==> src/rtl/uart_pkg.sv <==
// uart_pkg: definitions shared by the UART receive path and the future uart_tx status reporter.
//   - Command byte constants recognised by the host-terminal control interface.
//   - Receiver FSM state encoding.
package uart_pkg;

   localparam logic [7:0] CMD_RESET   = 8'h72;  // 'r'
   localparam logic [7:0] CMD_PLUS_1  = 8'h75;  // 'u'
   localparam logic [7:0] CMD_PLUS_5  = 8'h55;  // 'U'
   localparam logic [7:0] CMD_MINUS_1 = 8'h64;  // 'd'
   localparam logic [7:0] CMD_MINUS_5 = 8'h44;  // 'D'

   typedef enum logic [2:0] {
      StIdle,
      StStart,
      StData,
      StStop,
      StBreak
   } rx_state_e;

endpackage

==> src/rtl/uart_rx_core.sv <==
// uart_rx_core: 8N1 UART receiver with a 2-flop input synchronizer.
// Ports:
//   i_clk        system clock
//   i_reset_n    asynchronous active-low reset
//   i_uart_rx    serial line, asynchronous to i_clk, idle high
//   o_data       last correctly framed byte (registered)
//   o_valid      one-cycle pulse, o_data updated
//   o_frame_err  one-cycle pulse, stop bit sampled low
//   o_good_stop  combinational strobe in the mid-stop sample cycle of a good frame
//   o_shift      shift register contents (complete byte while o_good_stop is high)
module uart_rx_core
   import uart_pkg::*;
#(
   parameter int unsigned CLKS_PER_BIT = 10
) (
   input  logic       i_clk,
   input  logic       i_reset_n,
   input  logic       i_uart_rx,
   output logic [7:0] o_data,
   output logic       o_valid,
   output logic       o_frame_err,
   output logic       o_good_stop,
   output logic [7:0] o_shift
);

   localparam int unsigned TimerW = $clog2(CLKS_PER_BIT);
   localparam logic [TimerW-1:0] HalfBit = TimerW'(CLKS_PER_BIT / 2 - 1);
   localparam logic [TimerW-1:0] FullBit = TimerW'(CLKS_PER_BIT - 1);

   logic              rx_meta_q, rx_s;
   rx_state_e         state_q, state_d;
   logic [TimerW-1:0] timer_q, timer_d;
   logic [2:0]        bit_idx_q, bit_idx_d;
   logic [7:0]        shift_q, shift_d;
   logic [7:0]        data_q;
   logic              valid_q, frame_err_q;
   logic              good_stop, bad_stop;

   // Synchronizer presets to 1 so reset looks like an idle line.
   always_ff @(posedge i_clk or negedge i_reset_n) begin
      if (!i_reset_n) begin
         rx_meta_q <= 1'b1;
         rx_s      <= 1'b1;
      end else begin
         rx_meta_q <= i_uart_rx;
         rx_s      <= rx_meta_q;
      end
   end

   always_comb begin
      state_d   = state_q;
      timer_d   = timer_q;
      bit_idx_d = bit_idx_q;
      shift_d   = shift_q;
      good_stop = 1'b0;
      bad_stop  = 1'b0;
      unique case (state_q)
         StIdle: begin
            if (!rx_s) begin
               state_d = StStart;
               timer_d = '0;
            end
         end
         StStart: begin
            if (timer_q == HalfBit) begin
               if (rx_s) begin
                  state_d = StIdle;  // glitch shorter than half a bit
               end else begin
                  state_d   = StData;
                  bit_idx_d = '0;
                  timer_d   = '0;
               end
            end else begin
               timer_d = timer_q + 1'b1;
            end
         end
         StData: begin
            if (timer_q == FullBit) begin
               timer_d          = '0;
               shift_d[bit_idx_q] = rx_s;
               if (bit_idx_q == 3'd7) begin
                  state_d = StStop;
               end else begin
                  bit_idx_d = bit_idx_q + 1'b1;
               end
            end else begin
               timer_d = timer_q + 1'b1;
            end
         end
         StStop: begin
            if (timer_q == FullBit) begin
               timer_d = '0;
               if (rx_s) begin
                  good_stop = 1'b1;
                  state_d   = StIdle;
               end else begin
                  bad_stop = 1'b1;
                  state_d  = StBreak;
               end
            end else begin
               timer_d = timer_q + 1'b1;
            end
         end
         StBreak: begin
            // Hold here while the line stays low so a break yields one error only.
            if (rx_s) begin
               state_d = StIdle;
            end
         end
         default: state_d = StIdle;
      endcase
   end

   always_ff @(posedge i_clk or negedge i_reset_n) begin
      if (!i_reset_n) begin
         state_q     <= StIdle;
         timer_q     <= '0;
         bit_idx_q   <= '0;
         shift_q     <= '0;
         data_q      <= '0;
         valid_q     <= 1'b0;
         frame_err_q <= 1'b0;
      end else begin
         state_q     <= state_d;
         timer_q     <= timer_d;
         bit_idx_q   <= bit_idx_d;
         shift_q     <= shift_d;
         valid_q     <= good_stop;
         frame_err_q <= bad_stop;
         if (good_stop) begin
            data_q <= shift_q;
         end
      end
   end

   assign o_data      = data_q;
   assign o_valid     = valid_q;
   assign o_frame_err = frame_err_q;
   assign o_good_stop = good_stop;
   assign o_shift     = shift_q;

endmodule

==> src/rtl/uart_cmd_rx.sv <==
// uart_cmd_rx: UART receiver plus single-byte command decoder for the metronome.
// Ports:
//   i_clk, i_reset_n   clock and asynchronous active-low reset
//   i_uart_rx          serial line, idle high
//   o_data, o_valid    last received byte and its one-cycle update pulse
//   o_frame_err        one-cycle pulse on a low stop bit
//   o_cmd_*            one-cycle command pulses, aligned with o_valid
module uart_cmd_rx
   import uart_pkg::*;
#(
   parameter int unsigned CLK_FREQ_HZ = 50_000_000,
   parameter int unsigned BAUD        = 115200
) (
   input  logic       i_clk,
   input  logic       i_reset_n,
   input  logic       i_uart_rx,
   output logic [7:0] o_data,
   output logic       o_valid,
   output logic       o_frame_err,
   output logic       o_cmd_reset,
   output logic       o_cmd_plus_1,
   output logic       o_cmd_plus_5,
   output logic       o_cmd_minus_1,
   output logic       o_cmd_minus_5
);

   // Must be >= 8 so the half-bit sample point is well defined.
   localparam int unsigned CLKS_PER_BIT = CLK_FREQ_HZ / BAUD;

   logic       good_stop;
   logic [7:0] shift;
   logic [4:0] cmd_d, cmd_q;  // {reset, plus_1, plus_5, minus_1, minus_5}

   uart_rx_core #(
      .CLKS_PER_BIT (CLKS_PER_BIT)
   ) u_core (
      .i_clk       (i_clk),
      .i_reset_n   (i_reset_n),
      .i_uart_rx   (i_uart_rx),
      .o_data      (o_data),
      .o_valid     (o_valid),
      .o_frame_err (o_frame_err),
      .o_good_stop (good_stop),
      .o_shift     (shift)
   );

   // Decode the completed byte in the good-stop cycle so the pulse lands with o_valid.
   always_comb begin
      cmd_d = '0;
      if (good_stop) begin
         case (shift)
            CMD_RESET:   cmd_d = 5'b10000;
            CMD_PLUS_1:  cmd_d = 5'b01000;
            CMD_PLUS_5:  cmd_d = 5'b00100;
            CMD_MINUS_1: cmd_d = 5'b00010;
            CMD_MINUS_5: cmd_d = 5'b00001;
            default:     cmd_d = '0;
         endcase
      end
   end

   always_ff @(posedge i_clk or negedge i_reset_n) begin
      if (!i_reset_n) begin
         cmd_q <= '0;
      end else begin
         cmd_q <= cmd_d;
      end
   end

   assign o_cmd_reset   = cmd_q[4];
   assign o_cmd_plus_1  = cmd_q[3];
   assign o_cmd_plus_5  = cmd_q[2];
   assign o_cmd_minus_1 = cmd_q[1];
   assign o_cmd_minus_5 = cmd_q[0];

endmodule

==> config.mk <==
export PLATFORM = sky130hd
export DESIGN_NAME = uart_cmd_rx
export DESIGN_NICKNAME = d
export VERILOG_FILES = /design/src/rtl/uart_pkg.sv /design/src/rtl/uart_rx_core.sv /design/src/rtl/uart_cmd_rx.sv
export SDC_FILE = /design/constraint.sdc
export NUM_CORES = 1
export LEC_CHECK = 0
export ABC_AREA = 1
export BUFFER_PORTS_ARGS = -buffer_cell sky130_fd_sc_hd__buf_2
export CORE_MARGIN = 2
export CORE_UTILIZATION = 60
export CTS_CLUSTER_SIZE = 14
export DETAILED_ROUTE_END_ITERATION = 10
export PLACE_DENSITY = 0.76
export SYNTH_ARGS = -nofsm -noshare
export SYNTH_HDL_FRONTEND = slang
export SYNTH_SLANG_ARGS = --single-unit
==> constraint.sdc <==
create_clock -name i_clk -period 3.01 [get_ports i_clk]
set_input_delay 0 -clock i_clk [delete_from_list [all_inputs] [get_ports i_clk]]
set_output_delay 0 -clock i_clk [all_outputs]
set_load 0.005 [all_outputs]
# Word level (Yosys, flattened, before mapping)
# Index checks and enable logic that the tools add are counted.
# W data, S select, Z words.
# word_totals
register_bits	40
out_inout_bits	15
# classes
addsub	2
order_cmp	2
eq_ne	20
n_mux	29
reduce_logical	8
# op_table
operator	count
$eq A8 B7 Y1 const B	5
$mux W3	11
$mux W9	3
$pmux W9 S3	1
$pmux W5 S5	1
$pmux W3 S5	1
$ne A2 B1 Y1 const B	5
$add A9 B1 Y9 const B	1
$eq A9 B8 Y1 const B	1
$eq A9 B9 Y1 const B	1
$bwmux W8	1
$mux W1	7
$eq A3 B2 Y1 const B	2
$eq A3 B3 Y1 const B	2
$ne A2 B2 Y1 const B	3
$pmux W3 S2	1
$reduce_and A6 Y1	1
$mux W5	1
$reduce_and A5 Y1	1
$lt A3 B4 Y1 const B	1
$add A3 B1 Y3 const B	1
$demux W1 S3	1
$eq A3 B1 Y1 const B	1
$ge A3 B1 Y1 const B	1
7 further kinds	7

# Longest topological paths before layout
# logic_depth
word_depth	5
depth_mapped	12
mapped_depth_nobuf	11

# Modules after synthesis
# Synthesis repeated with hierarchy kept, for this count alone.
# unflattened
hier_cells	269
area_unflattened_um2	2088.3
# by_module_without_submodules
mod	instances	cells_per_inst	area_per_inst_um2	seq_area_each_um2
uart_rx_core	1	240	1851.8	878.3
uart_cmd_rx	1	29	236.5	125.1

# Worst setup path after synthesis
# Ideal clock, no wire load.
# synth_timing
kind	reg2reg
from	register u_core.timer_q[1]
to	register u_core.timer_q[5]
t_arrival_ns	1.373
path_slack_ns	1.524
stages_incl_launch_ff	13
path_buffers	1
period_less_slack_ns	1.486
path_cell_list	dfrtp_1 inv_1 ha_1 nand2_1 nor2_2 nand2_4 nand2_1 nand2_4 buf_6 nand2_1 nand3_1 nand2_1 inv_1
# synth_via
elab_chain_cells	3
word_cells_on_any_way	6
classes_between	add/sub: 1; eq/ne: 2; mux: 3
# synth_rtl
element	line	text
start, declared	uart_rx_core.sv:32	logic [TimerW-1:0] timer_q, timer_d;
start signal, assigned	uart_rx_core.sv:125	timer_q <= timer_d;
$add A9 B1 Y9 (tied with other cells)	uart_rx_core.sv:74, uart_rx_core.sv:87, uart_rx_core.sv:101	
$mux W9 (on tied branches)	uart_rx_core.sv:78, uart_rx_core.sv:91, uart_rx_core.sv:65	
$pmux W9 S3 (*)	uart_rx_core.sv:57	unique case (state_q)
# Every way passes the cells marked *; elsewhere a longest branch is shown, timed or not.
# A chain may end at the register's enable or synchronous reset.

# Final worst setup path
# layout_timing
from	register u_core.timer_q[1]
to	register u_core.data_q[4], in the netlist u_core.o_data[4]
# layout_via
elab_chain_cells	3
# layout_rtl
element	line	text
$eq A9 B9 Y1	uart_rx_core.sv:91	if (timer_q == FullBit) begin
$mux W1	uart_rx_core.sv:91	
$mux W1	uart_rx_core.sv:57	
end signal, assigned	uart_rx_core.sv:131	data_q <= shift_q;
end, declared	uart_rx_core.sv:35	logic [7:0] data_q;
# No other way between the ends.

==> impl_metrics.csv <==
group,metric,value,unit
layout,diodes,0,
timing,setup_tns,0,ps
drt,drt_iter0_markers,107,
floorplan,die_height,61.9,microns
synth,synth-async-reset-ratio,100,%
critical_path,critical_path_class,"reg -> reg",
drt,dr.pass1.iters,4,
pwr,totalPowerFinal,980,uW
floorplan,die_w,61.9,microns
pwr,switchingPower,182,uW
global_routing,grt_pass1_wl,5920,microns
clocking,ctsResizeCount,0,
timing,clock_skew,6.71,ps
timing,holdWs,271,ps
timing,min_period,1690,ps
drt,dr_wl_met3,139,microns
floorplan,pin_count,18,
drt,wirelength,3560,microns
floorplan,start_util,61.2,%
global_routing,grt_pass1_vias,1393,
run_status,status,"completed",
pwr,swShare,18.6,%
timing,rsz0062_at_grt,"no",
clocking,ctsHoldBuffers,2,
timing,hold_violations,0,
timing,fmax,592,MHz
critical_path,worstSetupStartpointType,"flop",
drt,post-route-drc-count,0,
pwr,leakagePower,0.00111,uW
drt,met2WireLength,1650,microns
drt,viasPerCell,5.12,
clocking,cts_tree,"yes",
synth,syn_inst,236,
critical_path,critical_path_arrival,1930,ps
timing,tightest_slew,842,ps
global_routing,grt_max_degree,41,
layout,final_cells,305,
synth,yosysWarningCount,0,
clocking,cts_sinks,40,
clocking,cts-root-buf,"clkbuf_4",
global_routing,grt.overflow.total,0,
timing,finalCritPeriodShare,56.1,%
synth,seq_area_frac_synth,49.9,%
clocking,clk_pin_slew,110,ps
pwr,power_frac_seq,55.2,%
floorplan,row_count,21,
pwr,ir_drop,0.325,mV
pwr,powerDensity,437,nW/um^2
synth,syn_area,2010,sq um
clocking,cts_buffers,5,
drt,ant_nets,0,
synth,syn_area_per_cell,8.51,sq um
synth,synth_top_flop_cell,"dfrtp_1",
synth,synth_fp_nets,244,
timing,relSlewSlack,43.9,%
drt,top_layer,"met4",
critical_path,cp-startpoint,"u_core.timer_q[1]",
critical_path,r2r_start,"u_core.timer_q[1]",
synth,ys_seq_elements,40,
clocking,post_cts_buffers,0,
placement,port-buffer-count,17,
synth,synth_edf_count,0,
placement,dp_cells,296,
timing,setup_viol,0,
clocking,cts_max_path_buffers,2,
layout,nets,267,
floorplan,die_area,3830,sq um
placement,globalplace.congestion,0.861,
layout,drive_gt1_share,22.4,%
floorplan,core_region_area,3280,sq um
clocking,clk_latency,350,ps
synth,ys_types,28,
pwr,p_comb_share,1.7,%
global_routing,grt_util_all_layers,21.8,%
drt,post_drt_wl_per_cell,11.7,microns
critical_path,cp-end-kind,"flop",
drt,vias,1561,
layout,syn_to_final_growth,11.6,%
pwr,clockPowerShare,43.0,%
flow_run,max_cap_violations,0,
worst_hold_path,hold_class,"in -> async",
drt,met1_length,1690,microns
timing,finalMaxSlewViolations,0,
critical_path,worstPathRequired,3250,ps
global_routing,antenna_found_initial,0,
pwr,p_int,797,uW
critical_path,critPathMaxFanout,13,
clocking,cts-htree-levels,2,
placement,post-dp-hpwl,2570,microns
-- power groups by stage --
stage	clock [uW]	sequential [uW]	combinational, uW
after global routing	455	542	20.4
final	422	541	17.1
after CTS	433	541	18.0
after detailed placement	0	551	16.1
after floorplan	0	551	4.69
after global placement	0	551	15.8
-- critical path, stage by stage, from the launching register on --
cell     delay, ps
dfrtp_1        420
inv_1          100
ha_1           150
nand2_1         60
nor2_2         150
nand2_4        110
nor2_2         110
nand3_2        250
nand2_1        160
o21ai_2         60
-- layout by cell type (no fill, tap or decap), drive strengths merged --
master,synthesis,final
o21bai,1,1
dfstp,2,2
nor3,9,9
a21o,1,1
buf,3,17
bufinv,0,2
dfrtp,38,38
clkinv,1,1
nand3,16,16
a21oi,1,1
inv,29,29
nor2,18,18
xor2,2,2
nand4,3,3
ha,5,5
nand2,78,78
clkbuf,0,5
o21ai,27,27
or2,2,2
dlygate4sd3,0,2
-- metrics by stage --
| stage | utilization [%] | setup WS (ps) | area (sq um) |
|---|---|---|---|
| after floorplan | - | 1520 | 2010 |
| after global placement | 64.7 | 1360 | 2130 |
| after detailed placement | 64.7 | 1340 | 2130 |
| after CTS | 68.3 | 1310 | 2240 |
| after global routing | 68.3 | 1160 | 2240 |
| final | 68.3 | 1320 | 2240 |
-- layer usage --
metal	vias up	track usage, %
met5	-	0
met4	0	9.12
met3	10	7.45
met2	32	34.4
met1	725	27.5
li1	794	-
-- state kept, by name, indices dropped and copies added, names as in the netlist, 3 cells and up --
register and cells:
u_core.bit_idx_q 3, cmd_q 5, u_core.o_data 8, u_core.timer_q 9
u_core.state_q 3, u_core.o_shift 8
-- final cells by class --
| cell class | count | area, sq um |
|---|---|---|
| fill | 264 | 1040 |
| sequential | 40 | 1000 |
| multi-input combinational | 163 | 867 |
| inverter | 30 | 113 |
| timing repair buffer | 19 | 105 |
| clock inverter | 2 | 60.1 |
| tap | 46 | 57.6 |
| clock buffer | 5 | 37.5 |
-- path summary, 6_finish.rpt --
kind	end	slack, ps	depth (start not counted)
setup reg to reg	u_core.o_data[4]	1320	9
hold reg to reg	u_core.rx_s	370	0
setup / recovery	u_core.o_data[4]	1320	9
min in group i_clk	u_core.rx_meta_q	290	2
hold / removal	u_core.timer_q[3]	270	2
max in group asynchronous	u_core.o_shift[6]	2210	2
-- cells in the mapped netlist (2+ instances only) --
library cell / number / area share [%]
buf_4: 2 / 0.75
dfrtp_1: 38 / 47
dfstp_2: 2 / 2.6
ha_1: 5 / 3.1
inv_1: 24 / 4.5
inv_2: 5 / 0.93
nand2_1: 71 / 13
nand2_2: 5 / 1.6
nand2_4: 2 / 1.1
nand3_1: 13 / 3.2
nand3_2: 3 / 1.5
nand4_1: 3 / 0.93
nor2_1: 10 / 1.9
nor2_2: 5 / 1.6
nor2_4: 3 / 1.7
nor3_1: 8 / 2.0
o21ai_0: 15 / 3.7
o21ai_1: 5 / 1.2
o21ai_2: 7 / 3.1
xor2_1: 2 / 0.87
-- kinds of logic after synthesis --
logic type               count (synthesis)  synth area share, %
XOR/XNOR                                 2                0.872
buffers and inverters                   33                 6.91
flip-flops                              40                 49.9
AND/OR/NAND/NOR                        126                 30.1
AO/OA/AOI/OAI                           30                 9.03
adder cells (fa/ha/maj)                  5                 3.11
Power figures use the tool's default switching activity.
